## config.mk

```make
export PLATFORM = sky130hd
export DESIGN_NAME = toe_cam_ager
export DESIGN_NICKNAME = d
export VERILOG_FILES = /design/src/rtl/toe_cam_pkg.sv /design/src/rtl/toe_cam_epoch.sv /design/src/rtl/toe_cam_ager.sv
export SDC_FILE = /design/constraint.sdc
export NUM_CORES = 1
export LEC_CHECK = 0
export ABC_AREA = 1
export CELL_PAD_IN_SITES_DETAIL_PLACEMENT = 0
export CELL_PAD_IN_SITES_GLOBAL_PLACEMENT = 1
export CORE_UTILIZATION = 33
export CTS_CLUSTER_DIAMETER = 80
export DETAILED_ROUTE_END_ITERATION = 7
export PLACE_DENSITY_LB_ADDON = 0.25
export SYNTH_ARGS = -nofsm -noshare
export SYNTH_HDL_FRONTEND = slang
export SYNTH_HIERARCHICAL = 1
export SYNTH_SLANG_ARGS = --single-unit
```

## constraint.sdc

```tcl
create_clock -name Clk -period 2.21 [get_ports Clk]
set_input_delay 0.663 -clock Clk [delete_from_list [all_inputs] [get_ports Clk]]
set_output_delay 0.663 -clock Clk [all_outputs]
set_load 0.01 [all_outputs]
```

## src/rtl/toe_cam_pkg.sv

```systemverilog
// Shared parameters, entry field positions and sweep FSM encoding for the
// TOE CAM ager.
package toe_cam_pkg;

  localparam int TOE_A = 14;
  localparam int TOE_C = 2;
  localparam int TOE_D = 112;
  localparam int TOE_K = 96;
  localparam int TOE_V = 14;
  localparam int TOE_U = 10;

  localparam int KEY_LSB   = 0;
  localparam int VAL_LSB   = 96;
  localparam int VALID_BIT = 111;

  typedef enum logic [2:0] {
    ST_IDLE,
    ST_RD_REQ,
    ST_RD_WAIT,
    ST_EVAL,
    ST_WR_REQ,
    ST_NEXT,
    ST_EPOCH_WAIT
  } ager_state_e;

endpackage

```

## src/rtl/toe_cam_epoch.sv

```systemverilog
// Free-running epoch counter and one-hot aging timestamp. The timestamp only
// moves when the sweep FSM asks it to via advance.
module toe_cam_epoch
  import toe_cam_pkg::*;
#(
  parameter int U = TOE_U
) (
  input  logic         Clk,
  input  logic         Rst_n,
  input  logic [31:0]  epoch_cycles,
  input  logic         advance,
  output logic         epoch_sat,
  output logic [U-1:0] aging_ts
);

  logic [31:0] cnt;
  logic [31:0] limit;

  // A zero-cycle epoch behaves as a one-cycle epoch.
  assign limit     = (epoch_cycles == 32'd0) ? 32'd0 : epoch_cycles - 32'd1;
  assign epoch_sat = (cnt >= limit);

  always_ff @(posedge Clk or negedge Rst_n) begin
    if (!Rst_n) begin
      cnt      <= 32'd0;
      aging_ts <= {{(U-1){1'b0}}, 1'b1};
    end else if (advance) begin
      cnt      <= 32'd0;
      aging_ts <= {aging_ts[U-2:0], aging_ts[U-1]};
    end else if (!epoch_sat) begin
      cnt      <= cnt + 32'd1;
    end
  end

endmodule

```

## src/rtl/toe_cam_ager.sv

```systemverilog
// Background ager: sweeps every BRAM then CAM entry once per epoch and deletes
// entries whose used stamp shows no hit for a full timestamp revolution.
module toe_cam_ager
  import toe_cam_pkg::*;
#(
  parameter int A = TOE_A,
  parameter int C = TOE_C,
  parameter int D = TOE_D,
  parameter int K = TOE_K,
  parameter int V = TOE_V,
  parameter int U = TOE_U
) (
  input  logic         Clk,
  input  logic         Rst_n,
  input  logic         Enable,
  input  logic [31:0]  EpochCycles,
  output logic [U-1:0] AgingTimestamp,
  output logic         RamReqValid,
  output logic         RamReqOp,
  output logic [A:0]   RamRwAddr,
  output logic [D-1:0] RamWrData,
  output logic [U-1:0] RamWrUsed,
  input  logic         RamReqGrant,
  input  logic [D-1:0] RamRdData,
  input  logic [U-1:0] RamRdUsed,
  input  logic         LookupRespValid,
  input  logic         LookupRespHit,
  input  logic [K-1:0] LookupRespKey,
  output logic         AgedValid,
  output logic [K-1:0] AgedKey,
  output logic [V-1:0] AgedValue,
  output logic [15:0]  DeleteCount
);

  // Delete writes keep key and value only; valid and spare bits go out as 0.
  localparam logic [D-1:0] KEEP_MASK = {{(D-K-V){1'b0}}, {(K+V){1'b1}}};
  localparam logic [A:0]   PTR_ONE   = (A+1)'(1);
  localparam logic [A:0]   CAM_BASE  = {1'b1, {A{1'b0}}};

  ager_state_e  state;
  logic [A:0]   ptr;
  logic         sweep_done;
  logic [D-1:0] cap_data;
  logic [U-1:0] cap_used;
  logic         req_valid;
  logic         req_op;
  logic [D-1:0] wr_data;
  logic [U-1:0] wr_used;
  logic         aged_valid;
  logic [K-1:0] aged_key;
  logic [V-1:0] aged_val;
  logic [15:0]  del_cnt;

  logic         epoch_sat;
  logic         advance;
  logic [U-1:0] next_ts;
  logic         stale;
  logic         snoop_hit;
  logic         abort_rd;
  logic         abort_cap;
  logic         last_loc;

  assign advance = (state == ST_EPOCH_WAIT) && epoch_sat;

  toe_cam_epoch #(.U(U)) u_epoch (
    .Clk          (Clk),
    .Rst_n        (Rst_n),
    .epoch_cycles (EpochCycles),
    .advance      (advance),
    .epoch_sat    (epoch_sat),
    .aging_ts     (AgingTimestamp)
  );

  assign next_ts = {AgingTimestamp[U-2:0], AgingTimestamp[U-1]};
  assign stale   = cap_data[VALID_BIT] &
                   (((~cap_used) == next_ts) | (&cap_used));

  // A lookup hit on the entry under evaluation means it is live; back off.
  // In RD_WAIT the key is still on the read bus, afterwards it is captured.
  assign snoop_hit = LookupRespValid & LookupRespHit;
  assign abort_rd  = snoop_hit & (LookupRespKey == RamRdData[KEY_LSB +: K]);
  assign abort_cap = snoop_hit & (LookupRespKey == cap_data[KEY_LSB +: K]);

  assign last_loc  = ptr[A] & (&ptr[C-1:0]);

  always_ff @(posedge Clk or negedge Rst_n) begin
    if (!Rst_n) begin
      state      <= ST_IDLE;
      ptr        <= '0;
      sweep_done <= 1'b0;
      cap_data   <= '0;
      cap_used   <= '0;
      req_valid  <= 1'b0;
      req_op     <= 1'b0;
      wr_data    <= '0;
      wr_used    <= '0;
      aged_valid <= 1'b0;
      aged_key   <= '0;
      aged_val   <= '0;
      del_cnt    <= '0;
    end else begin
      aged_valid <= 1'b0;
      case (state)
        ST_IDLE: begin
          if (Enable && !sweep_done) begin
            req_valid <= 1'b1;
            req_op    <= 1'b0;
            state     <= ST_RD_REQ;
          end
        end
        ST_RD_REQ: begin
          if (RamReqGrant) begin
            req_valid <= 1'b0;
            state     <= ST_RD_WAIT;
          end
        end
        ST_RD_WAIT: begin
          cap_data <= RamRdData;
          cap_used <= RamRdUsed;
          state    <= abort_rd ? ST_NEXT : ST_EVAL;
        end
        ST_EVAL: begin
          if (!abort_cap && stale) begin
            req_valid <= 1'b1;
            req_op    <= 1'b1;
            wr_data   <= cap_data & KEEP_MASK;
            wr_used   <= '1;
            state     <= ST_WR_REQ;
          end else begin
            state     <= ST_NEXT;
          end
        end
        ST_WR_REQ: begin
          // Once granted the write has left; a same-cycle hit cannot recall it.
          if (RamReqGrant) begin
            req_valid  <= 1'b0;
            aged_valid <= 1'b1;
            aged_key   <= cap_data[KEY_LSB +: K];
            aged_val   <= cap_data[VAL_LSB +: V];
            if (del_cnt != 16'hFFFF) del_cnt <= del_cnt + 16'd1;
            state      <= ST_NEXT;
          end else if (abort_cap) begin
            req_valid  <= 1'b0;
            state      <= ST_NEXT;
          end
        end
        ST_NEXT: begin
          if (last_loc) begin
            ptr        <= '0;
            sweep_done <= 1'b1;
            state      <= ST_EPOCH_WAIT;
          end else begin
            ptr        <= (!ptr[A] && (&ptr[A-1:0])) ? CAM_BASE : ptr + PTR_ONE;
            state      <= ST_IDLE;
          end
        end
        ST_EPOCH_WAIT: begin
          if (epoch_sat) begin
            sweep_done <= 1'b0;
            state      <= ST_IDLE;
          end
        end
        default: state <= ST_IDLE;
      endcase
    end
  end

  assign RamReqValid = req_valid;
  assign RamReqOp    = req_op;
  assign RamRwAddr   = ptr;
  assign RamWrData   = wr_data;
  assign RamWrUsed   = wr_used;
  assign AgedValid   = aged_valid;
  assign AgedKey     = aged_key;
  assign AgedValue   = aged_val;
  assign DeleteCount = del_cnt;

endmodule

```

**Word level (Yosys, flattened, before mapping)**

Cells that the tools add are included.

- Register bits: 423
- Bits of input ports: 256
- Output and inout port bits: 276

- Add/subtract/negate cells: 4
- Order comparisons: 1
- Equality and inequality tests: 17
- Mux-type cells: 27
- Bitwise gates (word level): 7
- Reduce and logical (&&, ||, !) cells: 22

Operators by type and width:

| cell | count |
|---|---|
| == test 96 bit | 2 |
| 2-to-1 mux 32 bit | 3 |
| adder 32 x 1 -> 32 bit (second input constant) | 1 |
| >= comparator 32 bit | 1 |
| logical NOT 32 bit | 1 |
| subtractor 32 x 1 -> 32 bit (second input constant) | 1 |
| 2-to-1 mux 15 bit | 2 |
| 2-to-1 mux 3 bit | 7 |
| case mux 3 bit (7 select lines) | 1 |
| adder 16 x 1 -> 16 bit (second input constant) | 1 |
| inequality test 16 bit (second input constant) | 1 |
| adder 15 x 1 -> 15 bit (second input constant) | 1 |
| AND reduction 14 bit | 1 |
| 2-to-1 mux 1 bit | 11 |
| == test 10 bit | 1 |
| inequality test 2 bit (second input constant) | 5 |
| NOT 10 bit | 1 |
| AND reduction 10 bit | 1 |
| == test 3 bit (second input constant) | 3 |
| AND reduction 3 bit | 3 |
| == test 3 x 2 -> 1 bit (second input constant) | 2 |
| AND reduction 2 bit | 3 |
| bitwise AND 1 bit | 5 |
| AND reduction 5 bit | 1 |
| 12 further kinds | 19 |

**Logic depth before layout (Yosys ltp)**

Gate-level depths: netlist of the first run.

- Depth in word-level cells: 7
- Depth in mapped cells: 27
- Mapped depth without buffers: 25

**By module**

Netlist of the first run, hierarchy kept.

By module, submodules not included:

| module | times used | cells each | area an instance (sq um) |
|---|---|---|---|
| toe_cam_ager | 1 | 2,332 | 18,835.6 |
| toe_cam_epoch | 1 | 739 | 4,604.4 |

**Worst setup path after synthesis of the first run**

No wires, ideal clock.

- Path type: input to register
- Start point: in EpochCycles[0]
- End point: reg u_epoch.cnt[29]
- Setup time: 0.118 ns
- Arrival: 3.505 ns
- Data required time: 2.092 ns
- Slack: -1.413 ns
- Stages: 24
- Path through: inv_1 -> ha_1 -> inv_1 -> nor2_2 -> nand4_1 -> nor2_2 -> nand2_1 -> o21bai_1 -> nand3_1 -> ha_1 -> nand2_1 -> nor2_2 -> nand3_2 -> nor4_2 -> nand2_2 -> nand2_4 -> buf_6 -> inv_1 -> nor2_1 -> inv_1 -> clkbuf_1 -> buf_1 -> nand4_1 -> nand2_1

- Longest elaborated chain between the ends: 5
- Elaborated cells on any way between the ends: 7

Ends and longest elaborated chain:

| what | RTL line | source |
|---|---|---|
| start, declared | toe_cam_ager.sv:16 | `input logic [31:0] EpochCycles,` |
| subtractor 32 x 1 -> 32 bit / logical NOT 32 bit (equally long branches) | toe_cam_epoch.sv:20 | `assign limit = (epoch_cycles == 32'd0) ? 32'd0 : epoch_cycles - 32'd1;` |
| 2-to-1 mux 32 bit (*) | toe_cam_epoch.sv:20 |  |
| >= comparator 32 bit (*) | toe_cam_epoch.sv:21 | `assign epoch_sat = (cnt >= limit);` |
| net epoch_sat | toe_cam_ager.sv:54 | `logic epoch_sat;` |
| logical AND 1 bit (*) | toe_cam_ager.sv:63 | `assign advance = (state == ST_EPOCH_WAIT) && epoch_sat;` |
| net advance | toe_cam_ager.sv:55 | `logic advance;` |
| inequality test 2 x 1 -> 1 bit (no line) / 2-to-1 mux 32 bit (equally long branches) | n/a |  |
| end signal, assigned | toe_cam_epoch.sv:31 | `cnt <= cnt + 32'd1;` |
| end, declared | toe_cam_epoch.sv:16 | `logic [31:0] cnt;` |

The timed path passes the listed nets; every way through them passes the cells marked *.
A chain may end at the register's enable or synchronous reset.

**Worst setup path in the final report of the first run**

- Start point: in EpochCycles[30]
- End point: reg u_epoch.aging_ts[2]

- Longest elaborated chain between the ends: 4
- Elaborated cells on any way between the ends: 5

Ends and longest elaborated chain:

| what | RTL line | source |
|---|---|---|
| subtractor 32 x 1 -> 32 bit / logical NOT 32 bit (equally long branches) | toe_cam_epoch.sv:20 |  |
| 2-to-1 mux 32 bit (*) | toe_cam_epoch.sv:20 |  |
| >= comparator 32 bit (*) | toe_cam_epoch.sv:21 |  |
| net epoch_sat | toe_cam_ager.sv:54 |  |
| logical AND 1 bit (*) | toe_cam_ager.sv:63 |  |
| net advance | toe_cam_ager.sv:55 |  |
| end signal, assigned | toe_cam_epoch.sv:26 | `aging_ts <= {{(U-1){1'b0}}, 1'b1};` |
| end signal, assigned | toe_cam_epoch.sv:29 | `aging_ts <= {aging_ts[U-2:0], aging_ts[U-1]};` |
| end, declared | toe_cam_epoch.sv:13 | `output logic [U-1:0] aging_ts` |

Marked as above.

==> flow_summary.toml, run 1 <==
[synthesis]
async_reset_ff_share_pct = 100.0
synth.distinct_cells = 50
synthMostInstantiatedCell = "nand2_1"
synthTopCellsByArea = "dfrtp_1 45%, nand2_1 17%, nand4_1 5.1%, inv_1 5.0%, nor2_1 4.1%"
post-synth-top-area-cell = "dfrtp_1"
syn_inst = 3071
synth-edff-count = 0
syn_area_um2 = 23440
synth-seq-cells = 422
synthFlopType = "dfrtp_1"
yosysTopAreaCellShare_pct = 44.95
avgSynthCellArea_um2 = 7.633
netlist_top_cells_count = "1,085 x nand2_1, 421 x dfrtp_1, 310 x inv_1"
yosysWarnings = 6
yosysSeqAreaShare_pct = 45.06

[cts]
clk_pin_slew_ps = 60
h-tree-depth = 2
clock-root-buffer = "clkbuf_16"
clock_sink_count = 422
numCtsBuffers = 50
clk_latency_ps = 610
cts_tree = "done"
clockBufferDepth = 3

[setup_path]
path_cells = "clkdlybuf4s15_1, buf_4, nor4_2, nand3_1, o21ai_1, nand3_2, ha_4, nand2_2, nor2_4, nand3_4, nor4_4, nand2_2, nand2_4, inv_4, nor2_4, clkinv_4, buf_12, clkbuf_16, o21ai_1"
cp.buffers_inverters = 6
cp-start-kind = "input port"
path_class = "in2reg"
crit_family = "simple AND/OR/NAND/NOR gates"
critPathMaxStageDelay_ps = 300
slowest_stage = "ha_4"
crit_arrival_ps = 3610
worstPathRequired_ps = 2710
setup.worst_path.end_class = "flip-flop"
crit_fanout = 5

[floorplan]
coreArea_um2 = 70150
fp.dieH_um = 268.5
initial_core_util_pct = 33.41
ioPinCount = 532
rows = 97
die_w_um = 268.5
die-area_um2 = 72100

[flow_run]
maxCapViolCount = 0

[timing]
worst_pin_slew_ps = 711.4
finalMaxSlewViolations = 0
min_period_over_period_pct = 140.5
finalHoldViolations = 0
setup_violations = 158
max_freq_mhz = 322.0
rsz0062_at_grt = "yes"
layout_min_cycle_time_ps = 3105
slew_headroom_pct = 52.57
setup_ws_ps = -895.3
skew_ps = 24.54

[detailed_routing]
drcViolationCount = 0
drt-vias-per-instance = 4.921
wl_per_cell_um = 22.40
wl_um = 114200
firstDrtPassIters = 5
antenna_left = 0
drtIter0Drc = 1901
num_vias = 25100

[grt]
grt_pass1_vias = 23960
grt_pass1_wl_um = 158400
antenna_found_initial = 39
grt-ovfl-total = 0
grt_max_degree = 82
grt_use_total_pct = 30.16

[power]
seqPwrFrac_pct = 34.5
pwr_density_cell_nw_per_um2 = 871.0
pwr-share-comb_pct = 39.3
ir_drop_uv = 593.9
netSwitchingPower_uw = 12360
p_int_uw = 20840
power_frac_clock_pct = 26.2
power_switching_share_pct = 37.22
p_leak_uw = 0.01986
power_uw = 33200

[finish]
fillers = 6771
fin_nets = 4401
multiInputGateArea_um2 = 12540
area_growth_pct = 62.62
drive_gt1_share_pct = 27.79
design_area_um2 = 38120
seqCellArea_um2 = 10570
fin_util_pct = 54.34

[placed_design]
placed_cell_area_um2 = 33170
portBuffers = 528
hpwlAfterDp_um = 85870
place.gp.congestion = 0.9811
pre_cts_ws_ps = -1829

[hold_path]
min_path_type = "reg2reg"

[status]
status = "finished with violations"
violations = "setup timing"
## worst min-delay path: stages (launching register included)
cell and delay, ps:
dfrtp_1 340, nand2_1 50, nand2_1 50
## cells by family after synthesis
kind of cell | synth area share, %
buffers and inverters | 7.991
muxes | 2.306
and+or+nand+nor | 31.96
other | 0.01600
DFF | 45.06
adders and majority gates | 1.975
AOI/OAI and AO/OA | 6.694
xor gates and xnor gates | 3.998
## path summary, 6_finish.rpt
| kind | slack [ps] | to | start | cells after the start |
|---|---|---|---|---|
| max in group asynchronous | 880 | u_epoch/aging_ts[0]$_DFFE_PN1P_ | Rst_n | 4 |
| worst min register to register | 470 | RamWrData[92]$_DFFE_PN0P_ | RamWrData[92]$_DFFE_PN0P_ | 2 |
| worst max register to register | -120 | RamWrData[55]$_DFFE_PN0P_ | cap_data[77]$_DFFE_PN0P_ | 13 |
| min in group asynchronous | 570 | RamWrData[68]$_DFFE_PN0P_ | Rst_n | 2 |
| worst min-delay path | 470 | RamWrData[92]$_DFFE_PN0P_ | RamWrData[92]$_DFFE_PN0P_ | 2 |
| worst max-delay path | -900 | u_epoch/aging_ts[2]$_DFFE_PN0P_ | EpochCycles[30] | 19 |
## cells in the final DEF, fill, tap and decap left out, types with 9 or more instances in the layout
cell,synthesis,final
nand2_1,1085,895
buf_6,14,29
nor2_1,253,196
o21a_1,62,62
buf_2,54,16
dlygate4sd2_1,0,164
dfrtp_1,421,414
o22ai_1,19,19
o21ai_0,152,136
nand2_4,1,47
buf_8,0,9
xor2_1,70,62
o21ai_1,6,15
mux2_2,48,48
nand3_2,9,22
nand3_4,0,9
or2_2,23,22
clkdlybuf4s50_1,0,259
buf_16,0,12
ha_1,37,30
nand3_1,108,86
inv_1,310,285
buf_12,0,48
nor2_4,6,32
nor2_2,12,43
nand4_1,192,192
dlymetal6s2s_1,0,72
nor3_1,28,18
xnor2_1,37,29
buf_4,11,467
nand2_2,6,150
inv_2,6,25
a21oi_1,18,17
clkbuf_1,44,9
clkbuf_16,0,68
diode_2,0,15
## per-stage QoR
stage | cells | TNS (ps) | hold WS [ps]
after detailed placement | 4870 | -189040 | 457.0
final | 5100 | -44700 | 469.1
after global placement | 4870 | -185720 | 454.0
after CTS | 5041 | -31680 | 468.0
after floorplan | 3072 | -56490 | 367.4
after global routing | 5094 | -54580 | 477.7
## per-layer routing
layer	track usage, %	vias to the layer above	routed length (um)
met5	0	-	243
met4	9.582	38	3916
met3	8.731	203	9750
met2	48.96	930	53210
met1	38.51	11970	47110
li1	-	11960	-
## sequential cells by signal, indices dropped and copies added, names as in the netlist
| register | flops |
|---|---|
| AgedKey | 96 |
| AgedValid | 1 |
| AgedValue | 14 |
| DeleteCount | 16 |
| RamReqOp | 1 |
| RamReqValid | 1 |
| RamRwAddr | 15 |
| RamWrData | 110 |
| RamWrUsed | 1 |
| cap_data | 111 |
| cap_used | 10 |
| state | 3 |
| sweep_done | 1 |
| u_epoch/aging_ts | 10 |
| u_epoch/cnt | 32 |
## repair_timing
action,in CTS,in global routing
setup endpoints to repair,316,191
hold buffers,1,0
pin swaps,102,122
hold endpoints to repair,26,0
resized for setup,479,383
buffers inserted,69,33
cloned,15,20
## power by group through the flow
stage / registers (uW) / logic, uW / clock network (uW)
global route: 11700 / 14000 / 9100
CTS: 11400 / 12700 / 8830
floorplan: 11700 / 4760 / 0
finish: 11500 / 13100 / 8680
detailed placement: 11500 / 12700 / 0
global placement: 11500 / 12600 / 0
## layout make-up
cell class / instances / area share, %
Tap cell: 940 / 3.085
Inverter: 317 / 3.181
Antenna cell: 15 / 0.09847
Timing Repair Buffer: 1109 / 28.58
Multi-Input combinational cell: 2208 / 32.90
Sequential cell: 422 / 27.73
Clock buffer: 68 / 3.725
Clock inverter: 21 / 0.6959
No activity file was read; power rests on OpenSTA's default activity.
==> run 2: changes to the inputs <==
==> constraint.sdc (replaced) <==
create_clock -name Clk -period 2.21 [get_ports Clk]
set_input_delay 0.663 -clock Clk [delete_from_list [all_inputs] [get_ports Clk]]
set_output_delay 0.663 -clock Clk [all_outputs]
set_load 0.05 [all_outputs]
==> flow_summary.toml, run 2 (synthesis results as in run 1) <==
[flow_run]
maxCapViolCount = 0

[placed_design]
portBuffers = 528
pre_cts_ws_ps = -1791
place.gp.congestion = 0.9744
hpwlAfterDp_um = 84440

[power]
ir_drop_uv = 954.6
netSwitchingPower_uw = 15380
p_int_uw = 21380
pwr-share-comb_pct = 43.3
power_frac_clock_pct = 25.4
power_switching_share_pct = 41.83
pwr_density_cell_nw_per_um2 = 992.6
seqPwrFrac_pct = 31.3
p_leak_uw = 0.01901

[grt]
grt-ovfl-total = 0
grt_pass1_wl_um = 155400
antenna_found_initial = 43
grt_use_total_pct = 29.33
grt_pass1_vias = 23930
grt_max_degree = 78

[setup_path]
setup.worst_path.end_class = "flip-flop"
path_class = "in2reg"
rr_endpoint = "RamWrData[14]$_DFFE_PN0P_"
r2r-start = "cap_data[90]$_DFFE_PN0P_"
crit_arrival_ps = 3400
slowest_stage = "ha_4"
cp.buffers_inverters = 8
critPathMaxStageDelay_ps = 300
reg2reg_depth = 14
crit_fanout = 8
path_common_cell = "nand2_1"
cp-start-kind = "input port"
worstPathRequired_ps = 2690
r2r_slack_ps = -50
crit_path_start = "EpochCycles[14]"
crit_family = "simple AND/OR/NAND/NOR gates"

[finish]
regMostFlops = "cap_data"
final_common_cell = "nand2_1"
fin_nets = 4356
largest_reg_flops = 111
drive_gt1_share_pct = 33.21
mostFrequentLayoutCells = "892 x nand2_1, 689 x buf_4, 421 x dfrtp_1"
fin_util_pct = 52.79
area_growth_pct = 58.00

[timing]
setup_violations = 132
max_freq_mhz = 342.3
setup_ws_ps = -711.8
finalMaxSlewViolations = 0
worst_hold_slack_ps = 479.2
rsz0062_at_grt = "yes"
min_period_over_period_pct = 132.2
worst_pin_slew_ps = 645.2
finalHoldViolations = 0
setup_tns_ps = -32910
layout_min_cycle_time_ps = 2922
slew_headroom_pct = 56.84
skew_ps = 30.72

[floorplan]
coreArea_um2 = 70150
die_w_um = 268.5
die-area_um2 = 72100
rows = 97
ioPinCount = 532
fp.dieH_um = 268.5
initial_core_util_pct = 33.41

[hold_path]
min_path_type = "reg2reg"
whs_endpoint = "RamWrData[40]$_DFFE_PN0P_"
min_from = "RamWrData[40]$_DFFE_PN0P_"
whs_path_depth = 2

[detailed_routing]
drtIter0Drc = 2041
wl_per_cell_um = 22.26
drt-vias-per-instance = 4.919
num_vias = 24930
antenna_left = 0
wl_um = 112800
drcViolationCount = 0
firstDrtPassIters = 5

[cts]
h-tree-depth = 2
clk_latency_ps = 620
clock_sink_count = 422
clockBufferDepth = 3
cts_tree = "done"
numCtsBuffers = 52
clock-root-buffer = "clkbuf_16"
clk_pin_slew_ps = 60

[status]
violations = "setup timing"
status = "finished with violations"
run 2: cell count changes in the layout (fill, tap and decap cells not counted), moves of 9 or more:
cell and change:
nor2_2 -10, nand2_4 -12, nor2_1 +9, clkdlybuf4s50_1 -93
nand3_2 +12, dlymetal6s2s_1 -45, diode_2 +9, nand3_1 -10
nand2_2 +15, buf_4 +222, buf_12 -10, dlygate4sd2_1 -123
run 2: cell type report:
class / instances / area (um^2)
antenna: 24 / 60.06
multi-input combinational: 2208 / 12470
sequential: 422 / 10560
inverter: 317 / 1210
tap: 940 / 1176
fill: 6830 / 33120
clock buffer: 71 / 1515
clock inverter: 24 / 332.8
timing repair buffer: 1062 / 9709
run 2: through the flow:
step,std cells,cell area [um^2],total power (uW)
2_1_floorplan,3072,23610,19380
3_3_place_gp,4857,32430,26790
3_5_place_dp,4857,32430,26890
4_1_cts,5009,35420,36520
5_1_grt,5057,37010,38360
6_report,5068,37030,36760
run 2: what timing repair did:
action | CTS | global route
endpoints found under the setup margin | 183 | 165
hold endpoints to repair | 18 | 0
buffers inserted | 48 | 15
hold buffers | 1 | 0
pin swaps | 144 | 81
gates cloned | 9 | 23
resized for setup | 365 | 318
run 2: worst max-delay path by stage:
| stage | to | slack [ps] | depth (start not counted) |
|---|---|---|---|
| after floorplan | u_epoch/cnt[13]$_DFFE_PN0P_ | -1290 | 23 |
| after global placement | state[2]$_DFFE_PN0P_ | -1750 | 24 |
| after detailed placement | state[1]$_DFFE_PN0P_ | -1790 | 24 |
| after CTS | u_epoch/cnt[6]$_DFFE_PN0P_ | -650 | 26 |
| after global routing | u_epoch/cnt[1]$_DFFE_PN0P_ | -930 | 26 |
| final | u_epoch/cnt[6]$_DFFE_PN0P_ | -710 | 25 |
run 2: metal layers:
metal	vias up	GRT usage, %	share of wire, %
met2	841	47.62	47
met3	181	7.397	8.4
met5	-	0	0.28
met1	11970	38.62	42
met4	48	8.016	2.4
li1	11890	-	-
run 2: power by group through the flow:
stage	logic, uW	clock network, uW	registers (uW)
2_1_floorplan	4760	0	14600
3_5_place_dp	15400	0	11500
5_1_grt	16900	9710	11800
3_3_place_gp	15300	0	11500
4_1_cts	15600	9440	11400
6_report	15900	9340	11500
run 2: worst reg2reg max path, delay by kind of cell (launching register included):
family,cells,cell delay (ps)
flops,1,340
buf+inv,3,510
simple gates,11,1300
==> run 3: changes to the inputs <==
--- a/config.mk
+++ b/config.mk
@@ -9,6 +9,7 @@
 export CELL_PAD_IN_SITES_DETAIL_PLACEMENT = 0
 export CELL_PAD_IN_SITES_GLOBAL_PLACEMENT = 1
 export CORE_UTILIZATION = 33
+export CTS_BUF_LIST = sky130_fd_sc_hd__clkbuf_4 sky130_fd_sc_hd__clkbuf_8 sky130_fd_sc_hd__clkbuf_16
 export CTS_CLUSTER_DIAMETER = 80
 export DETAILED_ROUTE_END_ITERATION = 7
 export PLACE_DENSITY_LB_ADDON = 0.25
==> flow_summary.toml, run 3 (synthesis results as in run 1) <==
[status]
status = "finished with violations"
violations = "setup timing"

[setup_path]
crit_family = "simple AND/OR/NAND/NOR gates"
crit_path_start = "EpochCycles[14]"
path_class = "in2reg"
cp-start-kind = "input port"
crit_fanout = 8
path_common_cell = "nand2_1"
cp.buffers_inverters = 8
slowest_stage = "ha_4"
crit_arrival_ps = 3400
rr_endpoint = "RamWrData[14]$_DFFE_PN0P_"
r2r_slack_ps = -50
critPathMaxStageDelay_ps = 300
r2r-start = "cap_data[94]$_DFFE_PN0P_"
cp_num_cells = 25
worstPathRequired_ps = 2680
reg2reg_depth = 14
endpoint = "u_epoch/cnt[6]$_DFFE_PN0P_"
setup.worst_path.end_class = "flip-flop"

[placed_design]
place.gp.congestion = 0.9744
hpwlAfterDp_um = 84440
pre_cts_ws_ps = -1791
placed_cell_area_um2 = 32430
portBuffers = 528
dp_cells = 4857

[floorplan]
initial_core_util_pct = 33.41
die-area_um2 = 72100
coreArea_um2 = 70150
fp.dieH_um = 268.5
rows = 97
ioPinCount = 532
die_w_um = 268.5

[timing]
setup_ws_ps = -714.8
layout_min_cycle_time_ps = 2925
finalHoldViolations = 0
rsz0062_at_grt = "yes"
skew_ps = 29.06
min_period_over_period_pct = 132.3
worst_pin_slew_ps = 663.8
worst_hold_slack_ps = 478.9
slew_headroom_pct = 55.59
finalMaxSlewViolations = 0
setup_violations = 136
setup_tns_ps = -33390
max_freq_mhz = 341.9

[power]
ir_drop_uv = 954.7
pwr_density_cell_nw_per_um2 = 994.0
p_leak_uw = 0.01902

[finish]
finalNonFillerCells = 5067
design_area_um2 = 37030
final_common_cell = "nand2_1"
fin_nets = 4355
drive_gt1_share_pct = 33.34
largest_reg_flops = 111
regMostFlops = "cap_data"
fillers = 6840
area_growth_pct = 57.99
mostFrequentLayoutCells = "892 x nand2_1, 690 x buf_4, 421 x dfrtp_1"

[cts]
clk_pin_slew_ps = 60
numCtsBuffers = 52
clockBufferDepth = 3
clk_latency_ps = 610
h-tree-depth = 2
clock-root-buffer = "clkbuf_16"
clock_sink_count = 422
cts_tree = "done"

[detailed_routing]
wl_per_cell_um = 22.24
firstDrtPassIters = 6
wl_um = 112700
drcViolationCount = 0
antenna_left = 0
drt-vias-per-instance = 4.917
num_vias = 24920
drtIter0Drc = 2100

[grt]
grt-ovfl-total = 0
grt_pass1_vias = 23940
grt_max_degree = 78
grt_pass1_wl_um = 155500
antenna_found_initial = 44
grt_use_total_pct = 29.34

[hold_path]
min_path_type = "reg2reg"

[flow_run]
maxCapViolCount = 0
## run 3: cell types whose count changed in the layout (fill, tap and decap cells not counted), sizes merged
cell  delta
buf      -1
## run 3: tightest hold or removal path: stages, from the launching register on
cell and delay, ps:
dfrtp_1 350, nand2_2 50, nand2_1 40
## run 3: routing by layer
layer	routed length, um	up-vias	track usage (%)
li1	-	11890	-
met1	47740	12010	38.63
met2	52590	791	47.56
met3	9188	176	7.416
met4	2846	48	8.154
met5	311	-	0
## run 3: area by class of cell
| cell class | instances | area [um^2] | area share [%] |
|---|---|---|---|
| multi-input combinational | 2208 | 12460 | 33.66 |
| sequential | 422 | 10560 | 28.52 |
| timing repair buffer | 1061 | 9686 | 26.15 |
| clock buffer | 71 | 1541 | 4.163 |
| inverter | 317 | 1210 | 3.267 |
| tap | 940 | 1176 | 3.176 |
| clock inverter | 24 | 332.8 | 0.8987 |
| antenna | 24 | 60.06 | 0.1622 |
## run 3: power by group
| group | internal (uW) | leakage [uW] | switching [uW] |
|---|---|---|---|
| clock network | 5710 | 0.000940 | 3690 |
| logic | 5910 | 0.0126 | 9980 |
| registers | 9840 | 0.00544 | 1680 |
| total | 21500 | 0.0190 | 15300 |
## run 3: worst min path at each step
stage,from,to,slack (ps),cells after the start
2_1_floorplan,Rst_n,AgedKey[0]$_DFFE_PN0P_,370,0
3_3_place_gp,RamWrData[68]$_DFFE_PN0P_,RamWrData[68]$_DFFE_PN0P_,450,2
3_5_place_dp,RamWrData[30]$_DFFE_PN0P_,RamWrData[30]$_DFFE_PN0P_,460,2
4_1_cts,RamWrData[105]$_DFFE_PN0P_,RamWrData[105]$_DFFE_PN0P_,470,2
5_1_grt,RamWrData[40]$_DFFE_PN0P_,RamWrData[40]$_DFFE_PN0P_,490,2
6_report,RamWrData[40]$_DFFE_PN0P_,RamWrData[40]$_DFFE_PN0P_,480,2
## run 3: repair_timing
action                                  CTS  global route
gates cloned                              9            22
buffers inserted                         48            16
endpoints found under the setup margin  183           164
endpoints found under the hold margin    18             0
gates resized for setup                 366           315
hold buffers                              1             0
pin swaps                               144            79
## run 3: metrics by stage
step | util (%) | power, uW
5_1_grt | 52.76 | 38430
4_1_cts | 50.54 | 36610
2_1_floorplan | - | 19380
3_5_place_dp | 46.24 | 26890
6_report | 52.79 | 36810
3_3_place_gp | 46.24 | 26790
